File: config.mk
export PLATFORM = sky130hd
export DESIGN_NAME = q_reg_sequencer_flat
export DESIGN_NICKNAME = d
export VERILOG_FILES = /design/src/rtl/q_reg_sequencer_if.sv /design/src/rtl/q_reg_sequencer.sv /design/src/flat_wrapper.sv
export SDC_FILE = /design/constraint.sdc
export NUM_CORES = 1
export LEC_CHECK = 0
export ABC_AREA = 1
export BUFFER_PORTS_ARGS = -buffer_cell sky130_fd_sc_hd__buf_4
export CELL_PAD_IN_SITES_DETAIL_PLACEMENT = 1
export CELL_PAD_IN_SITES_GLOBAL_PLACEMENT = 1
export CORE_MARGIN = 1
export CORE_UTILIZATION = 25
export DETAILED_ROUTE_END_ITERATION = 16
export PLACE_DENSITY = 0.54
export SYNTH_ARGS = -nofsm -noshare
export SYNTH_HDL_FRONTEND = slang
export SYNTH_SLANG_ARGS = --single-unit
File: constraint.sdc
create_clock -name clk -period 2.34 [get_ports clk]
set_input_delay 0.351 -clock clk [delete_from_list [all_inputs] [get_ports clk]]
set_output_delay 0.351 -clock clk [all_outputs]
set_load 0.01 [all_outputs]
File: src/rtl/q_reg_sequencer_if.sv
`default_nettype none
// ============================================================================
// Module : q_reg_sequencer_if
// Brief  : Job/digit handshake bundle between Newton top, datapath and sequencer
// Rev    : 1.0  initial release
// ============================================================================
interface q_reg_sequencer_if #(
    parameter int ADDR_WIDTH = 7
);
    logic                  start;
    logic                  abort;
    logic [ADDR_WIDTH-1:0] base_addr;
    logic [10:0]           num_digits;
    logic [ADDR_WIDTH-1:0] num_iters;
    logic                  q_valid;
    logic                  q_enable;
    logic                  q_refresh;
    logic [ADDR_WIDTH-1:0] accum;
    logic [10:0]           counter;
    logic [10:0]           shift_cnt;
    logic                  busy;
    logic                  done;
    logic                  err;

    modport master (
        output start, abort, base_addr, num_digits, num_iters, q_valid,
        input  q_enable, q_refresh, accum, counter, shift_cnt, busy, done, err
    );

    modport slave (
        input  start, abort, base_addr, num_digits, num_iters, q_valid,
        output q_enable, q_refresh, accum, counter, shift_cnt, busy, done, err
    );
endinterface
`default_nettype wire

File: src/rtl/q_reg_sequencer.sv
`default_nettype none
// ============================================================================
// Module : q_reg_sequencer
// Brief  : Quotient-digit register bank sequencer; optional Q_SEQ_ERR_EN
//          builds the sticky overrun flag (otherwise err is tied low).
// Rev    : 1.0  initial release
// ============================================================================
module q_reg_sequencer #(
    parameter int UNROLLING    = 64,
    parameter int ONLINE_DELAY = 3,
    parameter int ADDR_WIDTH   = 7
) (
    input  logic             clk,
    input  logic             asyn_reset_n,
    q_reg_sequencer_if.slave bus
);
    localparam logic [2:0] c_IDLE   = 3'd0;
    localparam logic [2:0] c_WARMUP = 3'd1;
    localparam logic [2:0] c_FIRST  = 3'd2;
    localparam logic [2:0] c_SHIFT  = 3'd3;
    localparam logic [2:0] c_NEXT   = 3'd4;
    localparam logic [2:0] c_DONE   = 3'd5;

    localparam logic [10:0]           c_UNROLL     = 11'(UNROLLING);
    localparam logic [3:0]            c_DELAY      = 4'(ONLINE_DELAY);
    localparam int                    c_SHIFT_BASE = UNROLLING - 6;
    localparam logic [ADDR_WIDTH-1:0] c_A_ONE      = {{(ADDR_WIDTH-1){1'b0}}, 1'b1};

    logic [2:0]            state_q,   state_d;
    logic [3:0]            delay_q,   delay_d;
    logic [10:0]           digits_q,  digits_d;
    logic [10:0]           counter_q, counter_d;
    logic [10:0]           shift_q,   shift_d;
    logic [ADDR_WIDTH-1:0] accum_q,   accum_d;
    logic [ADDR_WIDTH-1:0] iters_q,   iters_d;
    logic [ADDR_WIDTH-1:0] iter_q,    iter_d;

    logic w_start_ok;
    logic w_last_digit;
    logic w_last_iter;

    assign w_start_ok   = bus.start & ~bus.abort & (state_q == c_IDLE);
    assign w_last_digit = (counter_q + 11'd1) == digits_q;
    assign w_last_iter  = iter_q == (iters_q - c_A_ONE);

    // FSM state register
    always_ff @(posedge clk or negedge asyn_reset_n) begin
        if (!asyn_reset_n) begin
            state_q <= c_IDLE;
        end else begin
            state_q <= state_d;
        end
    end

    // FSM next state; abort overrides every transition
    always_comb begin
        state_d = state_q;
        if (bus.abort) begin
            state_d = c_IDLE;
        end else begin
            case (state_q)
                c_IDLE:   if (bus.start) state_d = (ONLINE_DELAY == 0) ? c_FIRST : c_WARMUP;
                c_WARMUP: if (bus.q_valid && ((delay_q + 4'd1) == c_DELAY)) state_d = c_FIRST;
                c_FIRST:  if (bus.q_valid) state_d = (digits_q == 11'd1) ? c_NEXT : c_SHIFT;
                c_SHIFT:  if (bus.q_valid && w_last_digit) state_d = c_NEXT;
                c_NEXT:   state_d = w_last_iter ? c_DONE : c_FIRST;
                c_DONE:   state_d = c_IDLE;
                default:  state_d = c_IDLE;
            endcase
        end
    end

    // FSM outputs
    always_comb begin
        bus.q_enable  = bus.q_valid & ~bus.abort & ((state_q == c_FIRST) | (state_q == c_SHIFT));
        bus.q_refresh = bus.q_valid & ~bus.abort & (state_q == c_FIRST);
        bus.busy      = (state_q != c_IDLE);
        bus.done      = (state_q == c_DONE) & ~bus.abort;
        bus.accum     = accum_q;
        bus.counter   = counter_q;
        bus.shift_cnt = shift_q;
    end

    // Job context and per-iteration counters
    always_comb begin
        delay_d   = delay_q;
        digits_d  = digits_q;
        counter_d = counter_q;
        accum_d   = accum_q;
        iters_d   = iters_q;
        iter_d    = iter_q;
        if (bus.abort) begin
            counter_d = 11'd0;
        end else begin
            case (state_q)
                c_IDLE: if (bus.start) begin
                    digits_d  = ((bus.num_digits == 11'd0) || (bus.num_digits > c_UNROLL))
                                ? c_UNROLL : bus.num_digits;
                    iters_d   = (bus.num_iters == '0) ? c_A_ONE : bus.num_iters;
                    accum_d   = bus.base_addr;
                    counter_d = 11'd0;
                    iter_d    = '0;
                    delay_d   = 4'd0;
                end
                c_WARMUP: if (bus.q_valid) delay_d = delay_q + 4'd1;
                c_FIRST:  if (bus.q_valid) counter_d = 11'd1;
                c_SHIFT:  if (bus.q_valid) counter_d = counter_q + 11'd1;
                c_NEXT: if (!w_last_iter) begin
                    accum_d   = accum_q + c_A_ONE;
                    iter_d    = iter_q + c_A_ONE;
                    counter_d = 11'd0;
                end
                default: ;
            endcase
        end
    end

    // Alignment shift tracks the counter value it will be paired with
    always_comb begin
        if (int'(counter_d) >= c_SHIFT_BASE) begin
            shift_d = 11'd0;
        end else begin
            shift_d = 11'(c_SHIFT_BASE - int'(counter_d));
        end
    end

    always_ff @(posedge clk or negedge asyn_reset_n) begin
        if (!asyn_reset_n) begin
            delay_q   <= 4'd0;
            digits_q  <= c_UNROLL;
            counter_q <= 11'd0;
            shift_q   <= 11'(c_SHIFT_BASE < 0 ? 0 : c_SHIFT_BASE);
            accum_q   <= '0;
            iters_q   <= c_A_ONE;
            iter_q    <= '0;
        end else begin
            delay_q   <= delay_d;
            digits_q  <= digits_d;
            counter_q <= counter_d;
            shift_q   <= shift_d;
            accum_q   <= accum_d;
            iters_q   <= iters_d;
            iter_q    <= iter_d;
        end
    end

`ifdef Q_SEQ_ERR_EN
    logic err_q, err_d;

    // A lost digit in NEXT or a start while busy flags an overrun until the next job
    always_comb begin
        err_d = err_q;
        if (w_start_ok) begin
            err_d = 1'b0;
        end else if (((state_q == c_NEXT) && bus.q_valid) || (bus.start && (state_q != c_IDLE))) begin
            err_d = 1'b1;
        end
    end

    always_ff @(posedge clk or negedge asyn_reset_n) begin
        if (!asyn_reset_n) begin
            err_q <= 1'b0;
        end else begin
            err_q <= err_d;
        end
    end

    assign bus.err = err_q;
`else
    assign bus.err = 1'b0;
`endif

endmodule
`default_nettype wire

File: src/flat_wrapper.sv
// flat-port wrapper written by rule: the top's interface ports become plain ports
module q_reg_sequencer_flat 
#(
    parameter int UNROLLING    = 64,
    parameter int ONLINE_DELAY = 3,
    parameter int ADDR_WIDTH   = 7
)
  (clk, asyn_reset_n, bus_start, bus_abort, bus_base_addr, bus_num_digits, bus_num_iters, bus_q_valid, bus_q_enable, bus_q_refresh, bus_accum, bus_counter, bus_shift_cnt, bus_busy, bus_done, bus_err);
  q_reg_sequencer_if #(.ADDR_WIDTH(ADDR_WIDTH)) bus_i ();
  input  logic clk;
  input  logic asyn_reset_n;
  input wire logic [$bits(bus_i.start)-1:0] bus_start;
  input wire logic [$bits(bus_i.abort)-1:0] bus_abort;
  input wire logic [$bits(bus_i.base_addr)-1:0] bus_base_addr;
  input wire logic [$bits(bus_i.num_digits)-1:0] bus_num_digits;
  input wire logic [$bits(bus_i.num_iters)-1:0] bus_num_iters;
  input wire logic [$bits(bus_i.q_valid)-1:0] bus_q_valid;
  output wire logic [$bits(bus_i.q_enable)-1:0] bus_q_enable;
  output wire logic [$bits(bus_i.q_refresh)-1:0] bus_q_refresh;
  output wire logic [$bits(bus_i.accum)-1:0] bus_accum;
  output wire logic [$bits(bus_i.counter)-1:0] bus_counter;
  output wire logic [$bits(bus_i.shift_cnt)-1:0] bus_shift_cnt;
  output wire logic [$bits(bus_i.busy)-1:0] bus_busy;
  output wire logic [$bits(bus_i.done)-1:0] bus_done;
  output wire logic [$bits(bus_i.err)-1:0] bus_err;
  assign bus_i.start = bus_start;
  assign bus_i.abort = bus_abort;
  assign bus_i.base_addr = bus_base_addr;
  assign bus_i.num_digits = bus_num_digits;
  assign bus_i.num_iters = bus_num_iters;
  assign bus_i.q_valid = bus_q_valid;
  assign bus_q_enable = bus_i.q_enable;
  assign bus_q_refresh = bus_i.q_refresh;
  assign bus_accum = bus_i.accum;
  assign bus_counter = bus_i.counter;
  assign bus_shift_cnt = bus_i.shift_cnt;
  assign bus_busy = bus_i.busy;
  assign bus_done = bus_i.done;
  assign bus_err = bus_i.err;
  q_reg_sequencer #(.UNROLLING(UNROLLING), .ONLINE_DELAY(ONLINE_DELAY), .ADDR_WIDTH(ADDR_WIDTH)) u_core (.clk(clk), .asyn_reset_n(asyn_reset_n), .bus(bus_i));
endmodule
==> results of run 1 <==
-- synth_stat cells, types with 7 or more instances --
library cell                 n  area (um^2)
sky130_fd_sc_hd__nand2_1   135          507
sky130_fd_sc_hd__inv_1      79          297
sky130_fd_sc_hd__nor2_1     56          210
sky130_fd_sc_hd__dfrtp_1    55         1380
sky130_fd_sc_hd__nand3_1    32          160
sky130_fd_sc_hd__o21ai_0    27          135
sky130_fd_sc_hd__a21oi_1    21          105
sky130_fd_sc_hd__nand4_1    15         93.8
sky130_fd_sc_hd__xor2_1     15          131
sky130_fd_sc_hd__nor3_1     14         70.1
sky130_fd_sc_hd__inv_2      12         45.0
sky130_fd_sc_hd__a31oi_1    10         62.6
sky130_fd_sc_hd__nor2_2     10         62.6
sky130_fd_sc_hd__ha_1        9          113
sky130_fd_sc_hd__nand2_2     8         50.1
sky130_fd_sc_hd__clkbuf_1    7         26.3
-- cells by family (layout without fill, tap and decap cells) --
logic type | Yosys count | after routing | share of synthesized area
fa+ha+maj | 9 | 9 | 0.0270
simple gates | 299 | 299 | 0.343
buf+inv | 104 | 218 | 0.0972
xor+xnor | 19 | 19 | 0.0399
other cells | 1 | 3 | 0.000899
compound gates | 86 | 86 | 0.124
flops | 61 | 61 | 0.368
-- worst register-to-register path: stages (launching register included) --
cell and delay (ps):
sky130_fd_sc_hd__dfstp_2 540, sky130_fd_sc_hd__inv_2 50, sky130_fd_sc_hd__ha_4 260, sky130_fd_sc_hd__inv_2 30, sky130_fd_sc_hd__nand2_2 40, sky130_fd_sc_hd__nand2_1 40
sky130_fd_sc_hd__nor2_1 100, sky130_fd_sc_hd__nand3_2 90, sky130_fd_sc_hd__nor2_4 110, sky130_fd_sc_hd__nand4_1 110, sky130_fd_sc_hd__a21oi_2 240, sky130_fd_sc_hd__buf_4 160
sky130_fd_sc_hd__ha_4 120, sky130_fd_sc_hd__nand3_4 70, sky130_fd_sc_hd__nor2_4 120, sky130_fd_sc_hd__a21oi_4 80, sky130_fd_sc_hd__nand3_4 160, sky130_fd_sc_hd__nor2_2 50
-- power breakdown --
| group | switching, mW | internal, mW |
|---|---|---|
| registers | 0.347 | 1.39 |
| logic | 2.26 | 1.54 |
| clock network | 0.529 | 0.966 |
-- path summary, 6_finish.rpt --
check,end,startpoint
min reg2reg,u_core.iters_q[6]$_DFFE_PN0P_,u_core.iters_q[6]$_DFFE_PN0P_
max reg2reg,u_core.bus.shift_cnt[10]$_DFF_PN0_,u_core.iters_q[0]$_DFFE_PN1P_
max in group asynchronous,u_core.bus.counter[2]$_DFF_PN0_,asyn_reset_n
min in group clk,u_core.iters_q[3]$_DFFE_PN0P_,bus_num_iters[3]
max,u_core.bus.shift_cnt[10]$_DFF_PN0_,u_core.iters_q[0]$_DFFE_PN1P_
min,u_core.delay_q[0]$_DFFE_PN0P_,asyn_reset_n
-- per-stage QoR --
stage / util / TNS, ps
2_1_floorplan: - / -329
4_1_cts: 0.344 / -1190
3_3_place_gp: 0.323 / -518
5_1_grt: 0.355 / -2940
6_report: 0.355 / -1170
3_5_place_dp: 0.323 / -1280
-- registers in the layout, indices dropped and copies added, names as in the netlist --
register and count:
u_core.delay_q 4, u_core.bus.accum 7, u_core.bus.counter 11, u_core.digits_q 11
u_core.iters_q 7, u_core.bus.shift_cnt 11, u_core.iter_q 7, u_core.state_q 3
-- cell type report --
class,instances,area (um^2)
clock buffer,11,243
clock inverter,5,83.8
fill,1960,10400
inverter,92,348
multi-input combinational,416,2390
sequential,61,1540
tap,216,270
timing repair buffer,110,826
-- layer usage --
metal,GRT usage,vias up,part of all wire
li1,-,2094,-
met1,0.204,2047,0.45
met2,0.294,67,0.51
met3,0.0305,14,0.032
met4,0.0542,0,0.015
met5,0,-,0
-- what timing repair did --
action	CTS	global route
resized for setup	2	29
pin swaps	5	10
buffers inserted	1	7
endpoints found under the setup margin	15	26
endpoints found under the hold margin	0	0
cloned	0	0
==> flow_metrics.env, run 1 <==
export IMPL_cts_sink_count=61
export IMPL_final_net_count=729
export IMPL_maxClockFrequency_mhz=403
export IMPL_avgSynthCellArea_um2=7.20
export IMPL_crit_path_max_incr_delay_ps=540
export IMPL_hold_viol_final=0
export IMPL_slew_violations=0
export IMPL_detailedRoute_firstPassIterationCount=4
export IMPL_total_power_mw=7.02
export IMPL_path_depth=17
export IMPL_drt_initial_drc_count=144
export IMPL_power_ir_vdd_worst_mv=0.523
export IMPL_crit_family="simple AND/OR/NAND/NOR gates"
export IMPL_final_cells=911
export IMPL_finish_instance_area_um2=5700
export IMPL_critPathCaptureType="register"
export IMPL_insertedDiodeCount=0
export IMPL_cts_inserted_buffers=9
export IMPL_routed_wirelength_mm=13.9
export IMPL_dp_cells=887
export IMPL_synthesis_instances=579
export IMPL_ios=64
export IMPL_crit_chain="inv_2 -> ha_4 -> inv_2 -> nand2_2 -> nand2_1 -> nor2_1 -> nand3_2 -> nor2_4 -> nand4_1 -> a21oi_2 -> buf_4 -> ha_4 -> nand3_4 -> nor2_4 -> a21oi_4 -> nand3_4 -> nor2_2"
export IMPL_yosys_register_bits=61
export IMPL_rsz0062_at_grt="true"
export IMPL_fp_dieH_um=131
export IMPL_syn_area_um2=4170
export IMPL_critPathArrivalTime_ps=2710
export IMPL_antenna_found_initial=0
export IMPL_grt_max_degree=62
export IMPL_area_growth_pct=36.6
export IMPL_reg2reg_slack_ps=-140
export IMPL_vias=4222
export IMPL_leakage_power_figure_nw=2.79
export IMPL_hpwl_mm=10.9
export IMPL_clkLatencyLatePin_ps=340
export IMPL_critPathSlowestCell="sky130_fd_sc_hd__dfstp_2"
export IMPL_floorplan_initialDensity=0.260
export IMPL_clk_transition_reported_paths_ps=60
export IMPL_core_region_area_um2=16100
export IMPL_finalCriticalPeriod_ps=2480
export IMPL_critical_path_n_buffers_inverters=3
export IMPL_gr_usage_all_layers=0.167
export IMPL_fp_row_count=46
export IMPL_cp_required_ps=2570
export IMPL_timing_worst_slew_pin_value_ps=938
export IMPL_drc=0
export IMPL_first_global_vias=4513
export IMPL_critical_path_startpoint_type="register"
export IMPL_drv_cap=0
export IMPL_status="finished with violations"
export IMPL_placement_io_buffers=62
export IMPL_detail_route_wl_per_cell_um=15.2
export IMPL_final_cell_mix="129 x sky130_fd_sc_hd__nand2_1, 110 x sky130_fd_sc_hd__buf_4, 75 x sky130_fd_sc_hd__inv_1, 54 x sky130_fd_sc_hd__dfrtp_1, 51 x sky130_fd_sc_hd__nor2_1"
export IMPL_final_layout_size_suffix_gt1_frac=0.305
export IMPL_postLayoutSetupSlackWorst_ps=-143
export IMPL_die_w_um=131
export IMPL_cp_max_fo=8
export IMPL_critPathKind="register to register"
export IMPL_synth_distinct_cells=49
export IMPL_sequential_share_of_the_synthesized_area=0.368
export IMPL_violations_in_the_final_reports="negative setup slack"
export IMPL_layout_commonest_cell="sky130_fd_sc_hd__nand2_1"
export IMPL_yosysWarnings=0
export IMPL_clock_path_buffers=2
export IMPL_final_weighted_congestion_in_routability_driven_placement=0.835
export IMPL_tcrit_tclk_final=1.06
export IMPL_cts_root_buf="sky130_fd_sc_hd__clkbuf_16"
export IMPL_tritoncts="done"
export IMPL_hold_buffers=0
export IMPL_ffs_w_async_s_r_synth=1.00
export IMPL_dpl_instance_area_um2=5180
export IMPL_final_setup_skew_ps=6.84
export IMPL_timing_reg2reg_worst_path_depth=17
export IMPL_gr_total_overflow=0
export IMPL_cts_max_level=3
export IMPL_fin_worst_hold_slack_ps=110
export IMPL_grt_pass1_wl_mm=22.9
export IMPL_hold_class="primary input to asynchronous set/reset pin"
export IMPL_power_per_standard_cell_area_nw_per_um2=1230
export IMPL_synth_edff_count=0
export IMPL_routed_via_density=4.63
export IMPL_finalSetupViolations=9
export IMPL_design_die_area_um2=17200
export IMPL_postSynth_topFlopCell="sky130_fd_sc_hd__dfrtp_1"
export IMPL_slew_headroom=0.371
export IMPL_dp_slack_ps=-154
export IMPL_antenna_left=0
Note: power is estimated with default switching activity, not from simulation.
==> inputs of run 2 (changes only) <==
==> constraint.sdc (replaced) <==
create_clock -name clk -period 2.34 [get_ports clk]
set_input_delay 0.468 -clock clk [delete_from_list [all_inputs] [get_ports clk]]
set_output_delay 0.468 -clock clk [all_outputs]
set_load 0.01 [all_outputs]
==> run 2 against run 1 <==
  * The flow still finishes with violations (negative setup slack)
  * Combinational power up 2%
  * Clock skew shrank 0.73 ps
  * Global-route usage hardly changed
  * Critical endpoint is now u_core.bus.shift_cnt[4]$_DFF_PN1_
  * Largest power group unchanged
==> flow_metrics.env, run 2 (synthesized netlist as in run 1, its figures left out) <==
export IMPL_floorplan_initialDensity=0.260
export IMPL_cts_max_level=3
export IMPL_gr_usage_all_layers=0.167
export IMPL_total_power_mw=6.90
export IMPL_cts_root_buf="sky130_fd_sc_hd__clkbuf_16"
export IMPL_final_weighted_congestion_in_routability_driven_placement=0.789
export IMPL_gr_total_overflow=0
export IMPL_tritoncts="done"
export IMPL_critPathSlowestCell="sky130_fd_sc_hd__dfstp_2"
export IMPL_first_global_vias=4309
export IMPL_critical_path_startpoint_type="register"
export IMPL_postLayoutSetupSlackWorst_ps=-138
export IMPL_cts_inserted_buffers=9
export IMPL_drc=0
export IMPL_cts_sink_count=61
export IMPL_timing_rr_end="u_core.bus.shift_cnt[4]$_DFF_PN1_"
export IMPL_utilization=0.355
export IMPL_detailedRoute_firstPassIterationCount=4
export IMPL_final_cells=916
export IMPL_slew_headroom=0.337
export IMPL_slew_violations=0
export IMPL_final_layout_size_suffix_gt1_frac=0.319
export IMPL_setup_total_negative_slack_ps=-1040
export IMPL_insertedDiodeCount=0
export IMPL_antenna_left=0
export IMPL_maxClockFrequency_mhz=403
export IMPL_dpl_instance_area_um2=5200
export IMPL_placement_io_buffers=62
export IMPL_crit_path_max_incr_delay_ps=530
export IMPL_start_point_of_the_critical_path="u_core.iters_q[0]$_DFFE_PN1P_"
export IMPL_crit_chain="inv_2 -> ha_4 -> inv_2 -> nand2_2 -> nand2_1 -> nor2_1 -> nand3_2 -> nor2_4 -> nand4_1 -> a21oi_2 -> inv_1 -> ha_2 -> nand3_2 -> nor2_2 -> a21oi_4 -> nand3_4 -> nor2_2"
export IMPL_fp_row_count=46
export IMPL_final_setup_skew_ps=6.11
export IMPL_core_region_area_um2=16100
export IMPL_critPathCaptureType="register"
export IMPL_hold_class="primary input to asynchronous set/reset pin"
export IMPL_die_w_um=131
export IMPL_finalSetupViolations=10
export IMPL_layout_commonest_cell="sky130_fd_sc_hd__nand2_1"
export IMPL_final_cell_mix="126 x sky130_fd_sc_hd__nand2_1, 111 x sky130_fd_sc_hd__buf_4, 76 x sky130_fd_sc_hd__inv_1, 55 x sky130_fd_sc_hd__dfrtp_1, 51 x sky130_fd_sc_hd__nor2_1"
export IMPL_routed_wirelength_mm=13.9
export IMPL_leakage_power_figure_nw=2.79
export IMPL_final_net_count=734
export IMPL_crit_family="simple AND/OR/NAND/NOR gates"
export IMPL_antenna_found_initial=0
export IMPL_power_ir_vdd_worst_mv=0.664
export IMPL_area_growth_pct=36.7
export IMPL_critPathKind="register to register"
export IMPL_rsz0062_at_grt="true"
export IMPL_ios=64
export IMPL_fp_dieH_um=131
export IMPL_critical_path_n_buffers_inverters=3
export IMPL_clock_path_buffers=2
export IMPL_cp_required_ps=2620
export IMPL_timing_reg2reg_worst_path_depth=17
export IMPL_detail_route_wl_per_cell_um=15.1
export IMPL_clkLatencyLatePin_ps=340
export IMPL_hold_viol_final=0
export IMPL_hold_buffers=0
export IMPL_drt_initial_drc_count=126
export IMPL_routed_via_density=4.58
export IMPL_violations_in_the_final_reports="negative setup slack"
export IMPL_critPathArrivalTime_ps=2760
export IMPL_vias=4198
export IMPL_grt_pass1_wl_mm=22.5
export IMPL_timing_worst_slew_pin_value_ps=989
export IMPL_dp_cells=888
export IMPL_finalCriticalPeriod_ps=2480
export IMPL_grt_max_degree=37
export IMPL_crit_reg2reg_launch="u_core.iters_q[0]$_DFFE_PN1P_"
export IMPL_tcrit_tclk_final=1.06
export IMPL_clk_transition_reported_paths_ps=60
export IMPL_cp_max_fo=8
export IMPL_hpwl_mm=11.0
export IMPL_power_per_standard_cell_area_nw_per_um2=1210
export IMPL_drv_cap=0
export IMPL_finish_instance_area_um2=5700
export IMPL_n_fill_cell=1997
export IMPL_reg2reg_slack_ps=-140
export IMPL_status="finished with violations"
export IMPL_design_die_area_um2=17200
## run 2: worst reg2reg max path, cell delays in order (launching register included)
cell and delay, ps:
sky130_fd_sc_hd__dfstp_2 530, sky130_fd_sc_hd__inv_2 50, sky130_fd_sc_hd__ha_4 260, sky130_fd_sc_hd__inv_2 30
sky130_fd_sc_hd__nand2_2 40, sky130_fd_sc_hd__nand2_1 50, sky130_fd_sc_hd__nor2_1 110, sky130_fd_sc_hd__nand3_2 100
sky130_fd_sc_hd__nor2_4 110, sky130_fd_sc_hd__nand4_1 100, sky130_fd_sc_hd__a21oi_2 200, sky130_fd_sc_hd__inv_1 90
sky130_fd_sc_hd__ha_2 190, sky130_fd_sc_hd__nand3_2 70, sky130_fd_sc_hd__nor2_2 50, sky130_fd_sc_hd__a21oi_4 150
sky130_fd_sc_hd__nand3_4 160, sky130_fd_sc_hd__nor2_2 140
## run 2: how the worst max path moves through the flow
stage	endpoint	slack, ps	cells past startpoint
2_1_floorplan	u_core.bus.shift_cnt[6]$_DFF_PN0_	-60	17
3_3_place_gp	u_core.bus.shift_cnt[6]$_DFF_PN0_	-80	17
3_5_place_dp	u_core.bus.shift_cnt[8]$_DFF_PN0_	-190	17
4_1_cts	u_core.bus.shift_cnt[8]$_DFF_PN0_	-180	17
5_1_grt	u_core.bus.shift_cnt[8]$_DFF_PN0_	-290	18
6_report	u_core.bus.shift_cnt[4]$_DFF_PN1_	-140	17
## run 2: per-layer routing
metal  GRT usage  vias up  share of wire
li1            -     2099              -
met1       0.210     2025           0.46
met2       0.288       61           0.50
met3      0.0309       13          0.027
met4      0.0510        0          0.012
met5           0        -              0
## run 2: power breakdown
part | switching, mW | internal (mW)
combinational | 2.27 | 1.61
clock | 0.532 | 0.747
sequential | 0.348 | 1.39
total | 3.15 | 3.74
## run 2: final cells by class
cell class                      instances  area, um^2  area share
Tap cell                              216         270      0.0474
Multi-Input combinational cell        416        2380       0.418
Clock inverter                          5        36.3     0.00636
Clock buffer                           11         243      0.0426
Sequential cell                        61        1530       0.269
Timing Repair Buffer                  115         887       0.156
Inverter                               92         350      0.0614
## run 2: metrics by stage
step | setup slack [ps] | hold slack [ps]
floorplan | -56.6 | 172
global placement | -78.3 | 427
detailed placement | -187 | 432
CTS | -184 | 63.1
global route | -292 | 78.4
finish | -138 | 52.3
## run 2: timing repair
item,CTS,global route
endpoints found under the hold margin,0,0
gates resized for setup,4,34
setup buffers,6,6
setup endpoints to repair,20,24
pin swaps,5,11
